`src/rtl/pc_sequencer_pkg.sv`:
```
// Shared types and constants for the PC sequencer: FSM state encoding,
// word constants, jump-field bit positions and the redirect flag bundle.
package pc_sequencer_pkg;

  localparam int unsigned ADDR_W    = 32;
  localparam int unsigned IMM_W     = 16;
  localparam int unsigned JADDR_W   = 26;
  localparam int unsigned TIMER_W   = 8;

  localparam logic [ADDR_W-1:0] WORD_ZERO = ADDR_W'(0);
  localparam logic [ADDR_W-1:0] PC_INCR   = ADDR_W'(4);

  // Upper PC bits kept by an absolute jump.
  localparam int unsigned JMP_HI_MSB = 31;
  localparam int unsigned JMP_HI_LSB = 28;

  typedef enum logic [2:0] {
    ST_IDLE   = 3'd0,
    ST_FETCH  = 3'd1,
    ST_EXEC   = 3'd2,
    ST_UPDATE = 3'd3,
    ST_HALT   = 3'd4
  } state_t;

  // Redirect flags presented by the execute stage, highest priority first.
  typedef struct packed {
    logic halt_req;
    logic jr;
    logic jmp;
    logic br_taken;
  } redirect_t;

  // Sign-extend a word offset and convert it to a byte offset.
  function automatic logic [ADDR_W-1:0] sext_word_off(input logic [IMM_W-1:0] imm);
    return {{(ADDR_W-IMM_W-2){imm[IMM_W-1]}}, imm, 2'b00};
  endfunction

endpackage

```
`src/rtl/pc_sequencer_next_pc_calc.sv`:
```
// Combinational next-PC resolution.
// Ports: pc_q (current PC), redir (redirect flags), imm16 (branch word
// offset), addr26 (jump field), rs_val (register target) -> target
// (selected next PC), is_halt (instruction is a halt).
module next_pc_calc
  import pc_sequencer_pkg::*;
(
  input  logic [ADDR_W-1:0]  pc_q,
  input  redirect_t          redir,
  input  logic [IMM_W-1:0]   imm16,
  input  logic [JADDR_W-1:0] addr26,
  input  logic [ADDR_W-1:0]  rs_val,
  output logic [ADDR_W-1:0]  target,
  output logic               is_halt
);

  logic [ADDR_W-1:0] pc4;
  logic [ADDR_W-1:0] br_target;
  logic [ADDR_W-1:0] jmp_target;

  assign pc4        = pc_q + PC_INCR;
  assign br_target  = pc4 + sext_word_off(imm16);
  assign jmp_target = {pc4[JMP_HI_MSB:JMP_HI_LSB], addr26, 2'b00};

  // Priority: halt > jr > jmp > branch > sequential. Target is unused on halt.
  always_comb begin
    target  = pc4;
    is_halt = redir.halt_req;
    if (redir.jr) begin
      target = rs_val;
    end else if (redir.jmp) begin
      target = jmp_target;
    end else if (redir.br_taken) begin
      target = br_target;
    end
  end

endmodule

```
`src/rtl/pc_sequencer.sv`:
```
// Fetch/execute/update sequencer owning the PC load strobe and next value.
// Ports: clk, rst (async, active-high); pc_q (current PC); if_req/if_ack
// (instruction fetch handshake); ex_valid plus br_taken/imm16, jmp/addr26,
// jr/rs_val, halt_req (execute resolution); pc_next/pc_load (PC write);
// halted, misalign, fetch_err (sticky stop status).
module pc_sequencer
  import pc_sequencer_pkg::*;
#(
  parameter int unsigned FETCH_TIMEOUT = 15
) (
  input  logic               clk,
  input  logic               rst,
  input  logic [ADDR_W-1:0]  pc_q,
  output logic               if_req,
  input  logic               if_ack,
  input  logic               ex_valid,
  input  logic               br_taken,
  input  logic [IMM_W-1:0]   imm16,
  input  logic               jmp,
  input  logic [JADDR_W-1:0] addr26,
  input  logic               jr,
  input  logic [ADDR_W-1:0]  rs_val,
  input  logic               halt_req,
  output logic [ADDR_W-1:0]  pc_next,
  output logic               pc_load,
  output logic               halted,
  output logic               misalign,
  output logic               fetch_err
);

  localparam logic [TIMER_W-1:0] TIMER_LAST = TIMER_W'(FETCH_TIMEOUT - 1);

  state_t             state_q, state_d;
  logic [TIMER_W-1:0] timer_q, timer_d;
  logic [ADDR_W-1:0]  pc_next_q, pc_next_d;
  logic               if_req_q, if_req_d;
  logic               pc_load_q, pc_load_d;
  logic               halted_q, halted_d;
  logic               misalign_q, misalign_d;
  logic               fetch_err_q, fetch_err_d;

  redirect_t          redir;
  logic [ADDR_W-1:0]  target;
  logic               is_halt;

  assign redir = '{halt_req: halt_req, jr: jr, jmp: jmp, br_taken: br_taken};

  next_pc_calc u_next_pc_calc (
    .pc_q    (pc_q),
    .redir   (redir),
    .imm16   (imm16),
    .addr26  (addr26),
    .rs_val  (rs_val),
    .target  (target),
    .is_halt (is_halt)
  );

  // Next-state, timer, sticky flags and output decode from the next state.
  always_comb begin
    state_d     = state_q;
    timer_d     = '0;
    pc_next_d   = pc_next_q;
    misalign_d  = misalign_q;
    fetch_err_d = fetch_err_q;

    case (state_q)
      ST_IDLE: state_d = ST_FETCH;
      ST_FETCH: begin
        // An ack arriving on the last allowed cycle still wins over timeout.
        if (if_ack) begin
          state_d = ST_EXEC;
        end else if (timer_q == TIMER_LAST) begin
          state_d     = ST_HALT;
          fetch_err_d = 1'b1;
        end else begin
          timer_d = timer_q + TIMER_W'(1);
        end
      end
      ST_EXEC: begin
        if (ex_valid) begin
          if (is_halt) begin
            state_d = ST_HALT;
          end else if (target[1:0] != 2'b00) begin
            state_d    = ST_HALT;
            misalign_d = 1'b1;
          end else begin
            pc_next_d = target;
            state_d   = ST_UPDATE;
          end
        end
      end
      ST_UPDATE: state_d = ST_FETCH;
      ST_HALT:   state_d = ST_HALT;
      default:   state_d = ST_IDLE;
    endcase

    // Outputs are flopped from the upcoming state so they align with it.
    if_req_d  = (state_d == ST_FETCH);
    pc_load_d = (state_d == ST_UPDATE);
    halted_d  = (state_d == ST_HALT);
  end

  // State and output registers.
  always_ff @(posedge clk or posedge rst) begin
    if (rst) begin
      state_q     <= ST_IDLE;
      timer_q     <= '0;
      pc_next_q   <= WORD_ZERO;
      if_req_q    <= 1'b0;
      pc_load_q   <= 1'b0;
      halted_q    <= 1'b0;
      misalign_q  <= 1'b0;
      fetch_err_q <= 1'b0;
    end else begin
      state_q     <= state_d;
      timer_q     <= timer_d;
      pc_next_q   <= pc_next_d;
      if_req_q    <= if_req_d;
      pc_load_q   <= pc_load_d;
      halted_q    <= halted_d;
      misalign_q  <= misalign_d;
      fetch_err_q <= fetch_err_d;
    end
  end

  assign if_req    = if_req_q;
  assign pc_load   = pc_load_q;
  assign pc_next   = pc_next_q;
  assign halted    = halted_q;
  assign misalign  = misalign_q;
  assign fetch_err = fetch_err_q;

endmodule

```
`config.mk`:
```
export PLATFORM = sky130hd
export DESIGN_NAME = pc_sequencer
export DESIGN_NICKNAME = d
export VERILOG_FILES = /design/src/rtl/pc_sequencer_pkg.sv /design/src/rtl/pc_sequencer_next_pc_calc.sv /design/src/rtl/pc_sequencer.sv
export SDC_FILE = /design/constraint.sdc
export NUM_CORES = 1
export LEC_CHECK = 0
export CAP_MARGIN = 20
export CELL_PAD_IN_SITES_DETAIL_PLACEMENT = 0
export CELL_PAD_IN_SITES_GLOBAL_PLACEMENT = 1
export CORE_ASPECT_RATIO = 0.9
export CORE_MARGIN = 10
export CORE_UTILIZATION = 34
export CTS_CLUSTER_DIAMETER = 150
export DETAILED_ROUTE_END_ITERATION = 8
export PLACE_DENSITY_LB_ADDON = 0.08
export SYNTH_ARGS = -nofsm -noshare
export SYNTH_HDL_FRONTEND = slang
export SYNTH_SLANG_ARGS = --single-unit
```
`constraint.sdc`:
```
create_clock -name clk -period 3.32 [get_ports clk]
set_input_delay 0.332 -clock clk [delete_from_list [all_inputs] [get_ports clk]]
set_output_delay 0.332 -clock clk [all_outputs]
set_load 0.02 [all_outputs]
```
==> reports/metrics.cfg, run 1 <==
[status]
status = complete, but fails checks
violations = setup timing

[sta]
post-route-period-util_pct = 107
max_freq_mhz = 282
rsz0062_at_grt = true
setup_viol = 1
max-slew-margin-rel_pct = 51.6
hold_viol_final = 0
slew_violations = 0
skew_ps = 10.9
fin_ws_ps = -222
worstMarginPinSlew_ps = 723
fin_crit_ps = 3540

[drt]
viasPerCell = 5.29
wl_mm = 20.9
num_vias = 6001
routedWlPerCell_um = 18.4
first_pass_iters = 5
drtIter0Drc = 361
ant_nets = 0
drc = 0

[clocking]
clock_latency_ps = 300
clk_pin_slew_ps = 80
cts_root_buf = clkbuf_16
clock-sinks = 48
numCtsBuffers = 5
tritoncts = built
h-tree-depth = 2
clockBufferDepth = 2

[logic_synthesis]
synth_top_flop_cell = dfrtp_1
yosys_register_bits = 48
synth-async-reset-ratio_pct = 100
synth_top_family_by_area = compound AO/OA/AOI/OAI gates
synthSimpleGateAreaFrac_pct = 22.5
synth.net_count = 776
netlist_instances = 622
synth_xor_area_share_pct = 9.33
seq_area_frac_synth_pct = 25.1
syn_area_um2 = 4790
synth_edf_count = 0
synth_adder_area_share_pct = 10.6
synthMuxAreaShare_pct = 1.12
synth_common_cells = 69 x nand2_1, 59 x nor2_1, 53 x a21oi_1, 53 x o21ai_0, 48 x dfrtp_1
syn_avg_cell_area_um2 = 7.70
synth_warnings = 0
ys_top_cells_by_area = dfrtp_1 25%, ha_1 10%, a21oi_1 5.5%
synth_compound_area_share_pct = 27.6
yosysTopAreaCell = dfrtp_1
yosysMostFrequentCell = nand2_1
ys_types = 62
synth.top_cell.area_share_pct = 25.1

[finish]
fin_util_pct = 61.5
drive_gt1_share_pct = 29.2
areaGrowthSynthToFinish_pct = 78.4
fin_cells = 1135
fin_nets = 1095
antenna_cells = 0

[worst_hold_path]
hold_class = primary input to async pin

[global_routing]
overflow = 0
grt_pass1_vias = 6020
track_usage_pct = 20.7
antenna_found_initial = 0
grt_pass1_wl_mm = 32.8
grt_max_degree = 49

[placed_design]
dp.cells = 1104
hpwl_mm = 16.7
routabilityCongestion = 0.930
port_buffers = 150

[floorplanning]
die_area_um2 = 19200
rows = 41
die_y_um = 133
ios = 151
start_util_pct = 34.5
core_region_area_um2 = 13900
die_w_um = 145

[setup_path]
arrival_ps = 3740
path_max_fanout = 4
critPathCaptureType = flop
cp_data_required_time_ps = 3510
start_kind = primary input
crit_type = primary input to flop

[pwr]
peakVddDrop_mv = 0.276
power_density_nw_per_um2 = 403
cellLeakagePower_nw = 3.80

[flow_run]
max-cap-violations = 0

[worst max-delay path, cell delays in order]
cell,delay [ps]
buf_6,70
and4_1,210
and3_4,200
nand3_4,100
nor4_4,360
xor2_1,250
ha_1,300
a21o_1,200
a2111oi_4,420
o31ai_4,140
a31oi_4,220
o21ai_2,80
a31oi_2,200
mux4_2,520
and2_1,150
[final cells by class]
type / instances / area, um^2
Multi-Input combinational cell: 528 / 3860
Inverter: 19 / 71.3
Sequential cell: 48 / 1200
Clock buffer: 5 / 125
Tap cell: 193 / 241
Clock inverter: 3 / 68.8
Timing Repair Buffer: 339 / 2970
Fill cell: 1244 / 5360
[power by group]
| group | internal [mW] | switching [mW] | leakage (nW) |
|---|---|---|---|
| registers | 0.785 | 0.122 | 0.625 |
| logic | 0.940 | 0.914 | 3.08 |
| clock network | 0.435 | 0.249 | 0.0944 |
| total | 2.16 | 1.28 | 3.80 |
[flip-flops by register name, indices dropped and copies added (netlist names)]
register	count
pc_load	1
timer_q	8
misalign	1
pc_next	32
fetch_err	1
halted	1
state_q	3
if_req	1
[layer usage]
| metal | wire (um) | track usage [%] |
|---|---|---|
| met5 | 0 | 0 |
| met4 | 333 | 4.43 |
| met3 | 1170 | 2.35 |
| met2 | 9960 | 35.2 |
| met1 | 9440 | 27.5 |
[cell families (layout without fill, tap and decap cells)]
family / count (synthesis) / count (layout)
fa+ha+maj: 40 / 40
buf+inv: 46 / 366
xor+xnor: 51 / 51
mux: 4 / 4
compound gates: 207 / 207
flops: 48 / 48
simple gates: 226 / 226
[cell usage in the layout (no fill, tap or decap), types with 7 or more instances in the layout]
cell,n
a21o_1,12
nor2_1,56
buf_4,178
xnor2_1,22
nand2b_1,7
nand3_1,22
a211oi_1,8
clkdlybuf4s50_1,131
or3_1,7
and2_1,7
a21oi_1,48
o21ai_0,46
buf_6,16
xor2_1,18
o211ai_1,10
ha_1,35
inv_1,15
and3_1,11
nand4_1,10
dfrtp_1,48
nand2_1,66
[metrics by stage]
step	cell area [um^2]	setup WS [ps]	hold slack [ps]	setup TNS [ps]	power, mW
6_report	8540	-222	342	-222	3.44
5_1_grt	8540	-365	392	-618	3.65
4_1_cts	8230	-137	464	-256	3.41
3_5_place_dp	7740	-1050	450	-15160	2.67
3_3_place_gp	7740	-880	438	-13270	2.64
2_1_floorplan	4850	-274	475	-274	1.73
[timing repair]
item	4_1_cts	5_1_grt
pin swaps	38	46
setup endpoints to repair	22	17
hold buffers	0	0
buffers inserted	16	9
gates resized for setup	90	54
[path summary, 6_finish.rpt]
| check | startpoint | to | slack (ps) | cells after the start |
|---|---|---|---|---|
| worst max-delay path | pc_q[16] | pc_next[31] | -220 | 15 |
| worst min-delay path | rst | pc_next[15] | 340 | 2 |
| worst max register to register | state_q[0] | pc_next[31] | 880 | 8 |
| worst min register to register | fetch_err | fetch_err | 460 | 1 |
| max in group asynchronous | rst | pc_next[23] | 2460 | 3 |
| min in group clk | fetch_err | fetch_err | 460 | 1 |
Note: power is estimated with default switching activity, not from simulation.
==> inputs of run 2 (changes only) <==
CORE_ASPECT_RATIO = 0.6   (was 0.9)
SETUP_SLACK_MARGIN = 0.3   (was default)
==> reports/metrics.cfg, run 2 (synthesized netlist as in run 1, its figures left out) <==
[sta]
slew_violations = 0  ; unchanged
max_freq_mhz = 282  ; about the same
max-slew-margin-rel_pct = 52.0  ; was 51.6%
worstMarginPinSlew_ps = 715  ; was 723 ps
fin_crit_ps = 3550  ; was 3540 ps
skew_ps = 4.35  ; was 10.9 ps
setup_viol = 12  ; was 1
fin_ws_ps = -231  ; was -222 ps
hold_viol_final = 0  ; unchanged
rsz0062_at_grt = true  ; unchanged
post-route-period-util_pct = 107  ; about the same
whs_ps = 299  ; was 342 ps

[pwr]
switchingPower_mw = 1.43  ; was 1.28 mW
swShare_pct = 39.0  ; was 37.3%
power_density_nw_per_um2 = 382  ; was 403 nW/um^2
cellLeakagePower_nw = 4.25  ; was 3.80 nW
peakVddDrop_mv = 0.253  ; was 0.276 mV
power_frac_seq_pct = 25.2  ; was 26.3%
p_clk_share_pct = 16.0  ; was 19.9%
pwr-share-comb_pct = 58.8  ; was 53.8%
intPower_mw = 2.23  ; was 2.16 mW

[setup_path]
start_kind = primary input  ; unchanged
arrival_ps = 3720  ; was 3740 ps
path_max_fanout = 4  ; unchanged
cp_data_required_time_ps = 3490  ; was 3510 ps
critPathCaptureType = flop  ; unchanged
cpPeakStageDelay_ps = 380  ; was 520 ps
ff2ff_path_depth = 8  ; unchanged
cp.depth = 20  ; was 15
path_buf_inv = 6  ; was 1
critPathTopFamily = simple AND/OR/NAND/NOR gates  ; was compound AO/OA/AOI/OAI gates
crit_slowest_cell = ha_1  ; was mux4_2
crit_top_cell = buf_6
critical_path.cell_chain = buf_6, and3_4, and4_4, and3_4, nand3_1, xnor2_1, buf_4, ha_1, nand2_1, o21ai_2, a31oi_2, o31ai_2, a31oi_2, buf_4, buf_6, buf_6, buf_6, or3_1, a21oi_2, o21ai_1  ; was buf_6, and4_1, and3_4, nand3_4, nor4_4, xor2_1, ha_1, a21o_1, a2111oi_4, o31ai_4, a31oi_4, o21ai_2, a31oi_2, mux4_2, and2_1
crit_type = primary input to flop  ; unchanged

[finish]
seq_area_um2 = 1200  ; unchanged
antenna_cells = 0  ; unchanged
areaGrowthSynthToFinish_pct = 100  ; was 78.4%
drive_gt1_share_pct = 40.7  ; was 29.2%
multi_input_area_um2 = 4380  ; was 3860 um^2
largest_reg_flops = 32  ; unchanged
fin_nets = 1151  ; was 1,095
fillers = 1029  ; was 1,244
mostFrequentLayoutCells = 202 x buf_4, 129 x clkdlybuf4s50_1, 62 x nand2_1, 48 x dfrtp_1, 48 x buf_6  ; was 178 x buf_4, 131 x clkdlybuf4s50_1, 66 x nand2_1, 56 x nor2_1
mostFrequentLayoutCell = buf_4  ; unchanged

[floorplanning]
die_w_um = 173  ; was 145 um
rows = 33  ; was 41
start_util_pct = 34.9  ; was 34.5%
die_area_um2 = 19400  ; was 19,200 um^2
ios = 151  ; unchanged
die_y_um = 112  ; was 133 um
core_region_area_um2 = 13700  ; was 13,900 um^2

[global_routing]
grt_max_degree = 49  ; unchanged
track_usage_pct = 22.7  ; was 20.7%
grt_pass1_wl_mm = 35.9  ; was 32.8 mm
overflow = 0  ; unchanged
antenna_found_initial = 0  ; unchanged
grt_pass1_vias = 6418  ; was 6,020

[clocking]
cts_root_buf = clkbuf_16  ; unchanged
clock-sinks = 48  ; unchanged
clock_latency_ps = 290  ; was 300 ps
clockBufferDepth = 2  ; unchanged
numCtsBuffers = 5  ; unchanged
tritoncts = built  ; unchanged
h-tree-depth = 2  ; unchanged
clk_pin_slew_ps = 70  ; was 80 ps

[status]
violations = setup timing  ; unchanged
status = complete, but fails checks  ; unchanged

[drt]
viasPerCell = 5.44  ; was 5.29
routedWlPerCell_um = 20.6  ; was 18.4 um
first_pass_iters = 5  ; unchanged
wl_mm = 24.5  ; was 20.9 mm
drtIter0Drc = 531  ; was 361
drc = 0  ; unchanged
num_vias = 6470  ; was 6,001
ant_nets = 0  ; unchanged

[worst_hold_path]
hold_class = primary input to async pin  ; unchanged

[placed_design]
hpwl_mm = 17.9  ; was 16.7 mm
pre_cts_ws_ps = -1080  ; was -1050 ps
port_buffers = 150  ; unchanged
routabilityCongestion = 0.937  ; was 0.930

[flow_run]
max-cap-violations = 0  ; unchanged

==> run 2: changes by cell type in the layout (fill, tap and decap cells not counted), sizes merged <==
| cell | before | now |
|---|---|---|
| buf | 196 | 256 |
| clkdlybuf4s50 | 131 | 129 |
| bufinv | 2 | 1 |
| clkbuf | 8 | 7 |
| clkinvlp | 0 | 1 |
| dlygate4sd2 | 4 | 3 |
==> run 2: power by group through the flow <==
| stage | Sequential, mW | Combinational, mW | Clock (mW) |
|---|---|---|---|
| 5_1_grt | 0.943 | 2.28 | 0.625 |
| 3_3_place_gp | 0.916 | 1.78 | 0 |
| 3_5_place_dp | 0.927 | 1.80 | 0 |
| 4_1_cts | 0.918 | 1.96 | 0.599 |
| 6_report | 0.921 | 2.15 | 0.586 |
| 2_1_floorplan | 1.13 | 0.615 | 0 |
==> run 2: metal layers <==
layer,wire length [um],GRT usage [%],up-vias
met5,0,0,-
met4,322,3.20,0
met3,1910,3.48,22
met2,10500,34.3,273
met1,11800,33.6,3130
li1,-,-,3045
==> run 2: metrics by stage <==
| step | cell area [um^2] | setup TNS [ps] | std cells | util, % | power (mW) |
|---|---|---|---|---|---|
| after floorplan | 4890 | -269 | 622 | - | 1.74 |
| final | 9580 | -1050 | 1190 | 69.9 | 3.66 |
| after global placement | 7830 | -14040 | 1111 | 57.1 | 2.70 |
| after detailed placement | 7830 | -15560 | 1111 | 57.1 | 2.73 |
| after global routing | 9580 | -2380 | 1190 | 69.9 | 3.85 |
| after CTS | 8880 | -315 | 1172 | 64.8 | 3.48 |
==> run 2: layout make-up <==
| cell class | count | share of cell area (%) |
|---|---|---|
| Multi-Input combinational cell | 528 | 45.7 |
| Timing Repair Buffer | 395 | 36.7 |
| Sequential cell | 48 | 12.5 |
| Tap cell | 192 | 2.51 |
| Clock buffer | 5 | 1.31 |
| Inverter | 19 | 0.744 |
| Clock inverter | 3 | 0.483 |
==> run 2: final timing paths <==
path	startpoint	to	slack, ps
worst max-delay path	pc_q[7]	pc_next[27]	-230
worst min-delay path	rst	pc_next[20]	300
worst max register to register	state_q[0]	pc_next[31]	670
worst min register to register	misalign	misalign	460
max in group asynchronous	rst	pc_next[19]	2540
min in group clk	jr	misalign	440
==> run 2: repair_timing <==
action                                  in CTS  in global routing
buffers inserted                            53                 17
endpoints found under the setup margin      25                 24
resized for setup                          167                113
pin swaps                                   75                 83
hold buffers                                 0                  0
cloned                                       0                  0
==> inputs of run 3 (changes only) <==
--- a/config.mk
+++ b/config.mk
@@ -10,3 +10,2 @@
 export CELL_PAD_IN_SITES_GLOBAL_PLACEMENT = 1
-export CORE_ASPECT_RATIO = 0.6
 export CORE_MARGIN = 10
--- a/constraint.sdc
+++ b/constraint.sdc
@@ -3,2 +3,2 @@
 set_output_delay 0.332 -clock clk [all_outputs]
-set_load 0.02 [all_outputs]
+set_load 0.01 [all_outputs]
==> reports/metrics.cfg, run 3 (synthesized netlist as in run 1, its figures left out) <==
[clocking]
clockBufferDepth = 2  ; unchanged
clock_latency_ps = 290  ; about the same
numCtsBuffers = 5  ; unchanged
clock-sinks = 48  ; unchanged
clk_pin_slew_ps = 70  ; about the same
h-tree-depth = 2  ; unchanged
cts_root_buf = clkbuf_16  ; unchanged
tritoncts = built  ; unchanged

[setup_path]
critPathTopFamily = compound AO/OA/AOI/OAI gates  ; was simple AND/OR/NAND/NOR gates
reg2reg_to = pc_next[24]  ; was pc_next[31]
cp_data_required_time_ps = 3510  ; was 3490 ps
path_buf_inv = 1  ; was 6
crit_slowest_cell = mux4_2  ; was ha_1
r2r-start = state_q[0]  ; unchanged
crit_type = primary input to flop  ; unchanged
arrival_ps = 3610  ; was 3720 ps
path_max_fanout = 3  ; was 4
r2r_slack_ps = 740  ; was 670 ps
cpPeakStageDelay_ps = 520  ; was 380 ps
ff2ff_path_depth = 8  ; unchanged
start_kind = primary input  ; unchanged
critical_path.cell_chain = clkdlybuf4s15_1, and4_4, nand3_4, nor4_4, xor2_1, ha_1, a21o_1, a2111oi_2, o31ai_2, a31oi_4, o21ai_1, a31oi_1, mux4_2, and2_4  ; was buf_6, and3_4, and4_4, and3_4, nand3_1, xnor2_1, buf_4, ha_1, nand2_1, o21ai_2, a31oi_2, o31ai_2, a31oi_2, buf_4, buf_6, buf_6, buf_6, or3_1, a21oi_2, o21ai_1
critPathCaptureType = flop  ; unchanged

[sta]
hold_viol_final = 0  ; unchanged
skew_ps = 3.23  ; was 4.35 ps
worstMarginPinSlew_ps = 576  ; was 715 ps
post-route-period-util_pct = 103  ; was 107%
slew_violations = 0  ; unchanged
fin_ws_ps = -102  ; was -231 ps
max-slew-margin-rel_pct = 61.6  ; was 52.0%
max_freq_mhz = 292  ; was 282 MHz
rsz0062_at_grt = true  ; unchanged
fin_crit_ps = 3420  ; was 3550 ps
setup_viol = 1  ; was 12

[drt]
drt-met1-wl_mm = 9.72  ; was 11.8 mm
viasPerCell = 5.35  ; was 5.44
first_pass_iters = 5  ; unchanged
ant_nets = 0  ; unchanged
highest_layer = met4  ; unchanged
wl_met2_mm = 10.5  ; about the same
met3_length_um = 969  ; was 1.91 mm
num_vias = 5959  ; was 6,470
wl_mm = 21.7  ; was 24.5 mm
routedWlPerCell_um = 19.5  ; was 20.6 um
drtIter0Drc = 254  ; was 531
drc = 0  ; unchanged

[global_routing]
track_usage_pct = 20.7  ; was 22.7%
antenna_found_initial = 0  ; unchanged
overflow = 0  ; unchanged
grt_max_degree = 49  ; unchanged
grt_pass1_vias = 6152  ; was 6,418
grt_pass1_wl_mm = 32.8  ; was 35.9 mm

[floorplanning]
start_util_pct = 34.6  ; was 34.9%
core_region_area_um2 = 13800  ; was 13,700 um^2
ios = 151  ; unchanged
die_area_um2 = 19200  ; was 19,400 um^2
die_y_um = 139  ; was 112 um
rows = 43  ; was 33
die_w_um = 139  ; was 173 um

[finish]
largest_reg_flops = 32  ; unchanged
postLayoutCellArea_um2 = 8800  ; was 9580 um^2
areaGrowthSynthToFinish_pct = 83.7  ; was 100%
mostFrequentLayoutCells = 159 x buf_4, 130 x clkdlybuf4s50_1, 62 x nand2_1, 53 x nor2_1, 48 x dfrtp_1  ; was 202 x buf_4, 129 x clkdlybuf4s50_1, 62 x nand2_1, 48 x dfrtp_1, 48 x buf_6
fillers = 1201  ; was 1,029
antenna_cells = 0  ; unchanged
mostFrequentLayoutCell = buf_4  ; unchanged
drive_gt1_share_pct = 33.2  ; was 40.7%
fin_nets = 1086  ; was 1,151

[pwr]
peakVddDrop_mv = 0.261  ; was 0.253 mV
power_density_nw_per_um2 = 386  ; was 382 nW/um^2
cellLeakagePower_nw = 3.83  ; was 4.25 nW
finalPower_mw = 3.40  ; was 3.66 mW

[placed_design]
pre_cts_ws_ps = -976  ; was -1080 ps
port_buffers = 150  ; unchanged
dpl_cell_area_um2 = 7690  ; was 7830 um^2
hpwl_mm = 16.8  ; was 17.9 mm
routabilityCongestion = 0.920  ; was 0.937

[status]
status = complete, but fails checks  ; unchanged
violations = setup timing  ; unchanged

[flow_run]
max-cap-violations = 0  ; unchanged

[worst_hold_path]
hold_class = primary input to async pin  ; unchanged

run 3: cell count changes in the layout (fill, tap and decap cells not counted), moves of 5 or more:
cell	delta
a21oi_1	+7
buf_4	-43
buf_6	-20
ha_1	+5
nor2_1	+6
o21ai_0	+6
o21ai_1	-6
xnor2_1	+7
xnor2_2	-7
run 3: how the worst max path moves through the flow:
stage	end	depth (start not counted)	from
after global routing	pc_next[31]	15	pc_q[12]
after floorplan	pc_next[31]	15	pc_q[13]
final	pc_next[31]	14	pc_q[9]
after global placement	pc_next[31]	16	pc_q[5]
after detailed placement	pc_next[31]	18	pc_q[13]
after CTS	pc_next[31]	15	pc_q[16]
run 3: what timing repair did:
item,CTS,global route
endpoints found under the setup margin,25,21
hold buffers,0,0
pin swaps,71,23
resized for setup,164,49
setup buffers,16,6
run 3: where the power goes:
part | leakage [nW] | total, mW | switching, mW | internal, mW
sequential | 0.625 | 0.903 | 0.119 | 0.785
combinational | 3.11 | 1.81 | 0.835 | 0.979
clock | 0.0944 | 0.679 | 0.244 | 0.435
run 3: metal layers:
metal,up-vias,GRT usage (%)
met1,2845,26.5
met2,180,35.9
li1,2909,-
met5,-,0
met4,0,5.00
met3,25,2.91
run 3: through the flow:
stage | setup TNS (ps) | std cells | utilization [%] | hold slack (ps)
finish | -102 | 1113 | 63.6 | 333
global route | -363 | 1113 | 63.6 | 383
CTS | -96.2 | 1106 | 61.3 | 470
detailed placement | -13890 | 1082 | 55.6 | 456
global placement | -12520 | 1082 | 55.6 | 440
floorplan | -269 | 622 | - | 475
run 3: cell type report:
type	instances	area, um^2	share of cell area [%]
well taps	180	225	2.56
multi-input cells	528	4160	47.2
flip-flops and latches	48	1200	13.6
clock buffers	5	125	1.42
repair buffers	330	2950	33.6
clock inverters	3	68.8	0.782
inverters	19	71.3	0.810
run 3: worst reg2reg max path, stage by stage (launching register included):
cell,delay (ps)
dfrtp_1,410
nand2b_1,200
nor4b_2,280
nand2b_1,380
buf_4,330
nor2_1,300
nand3_1,150
mux2_4,300
a32oi_1,160
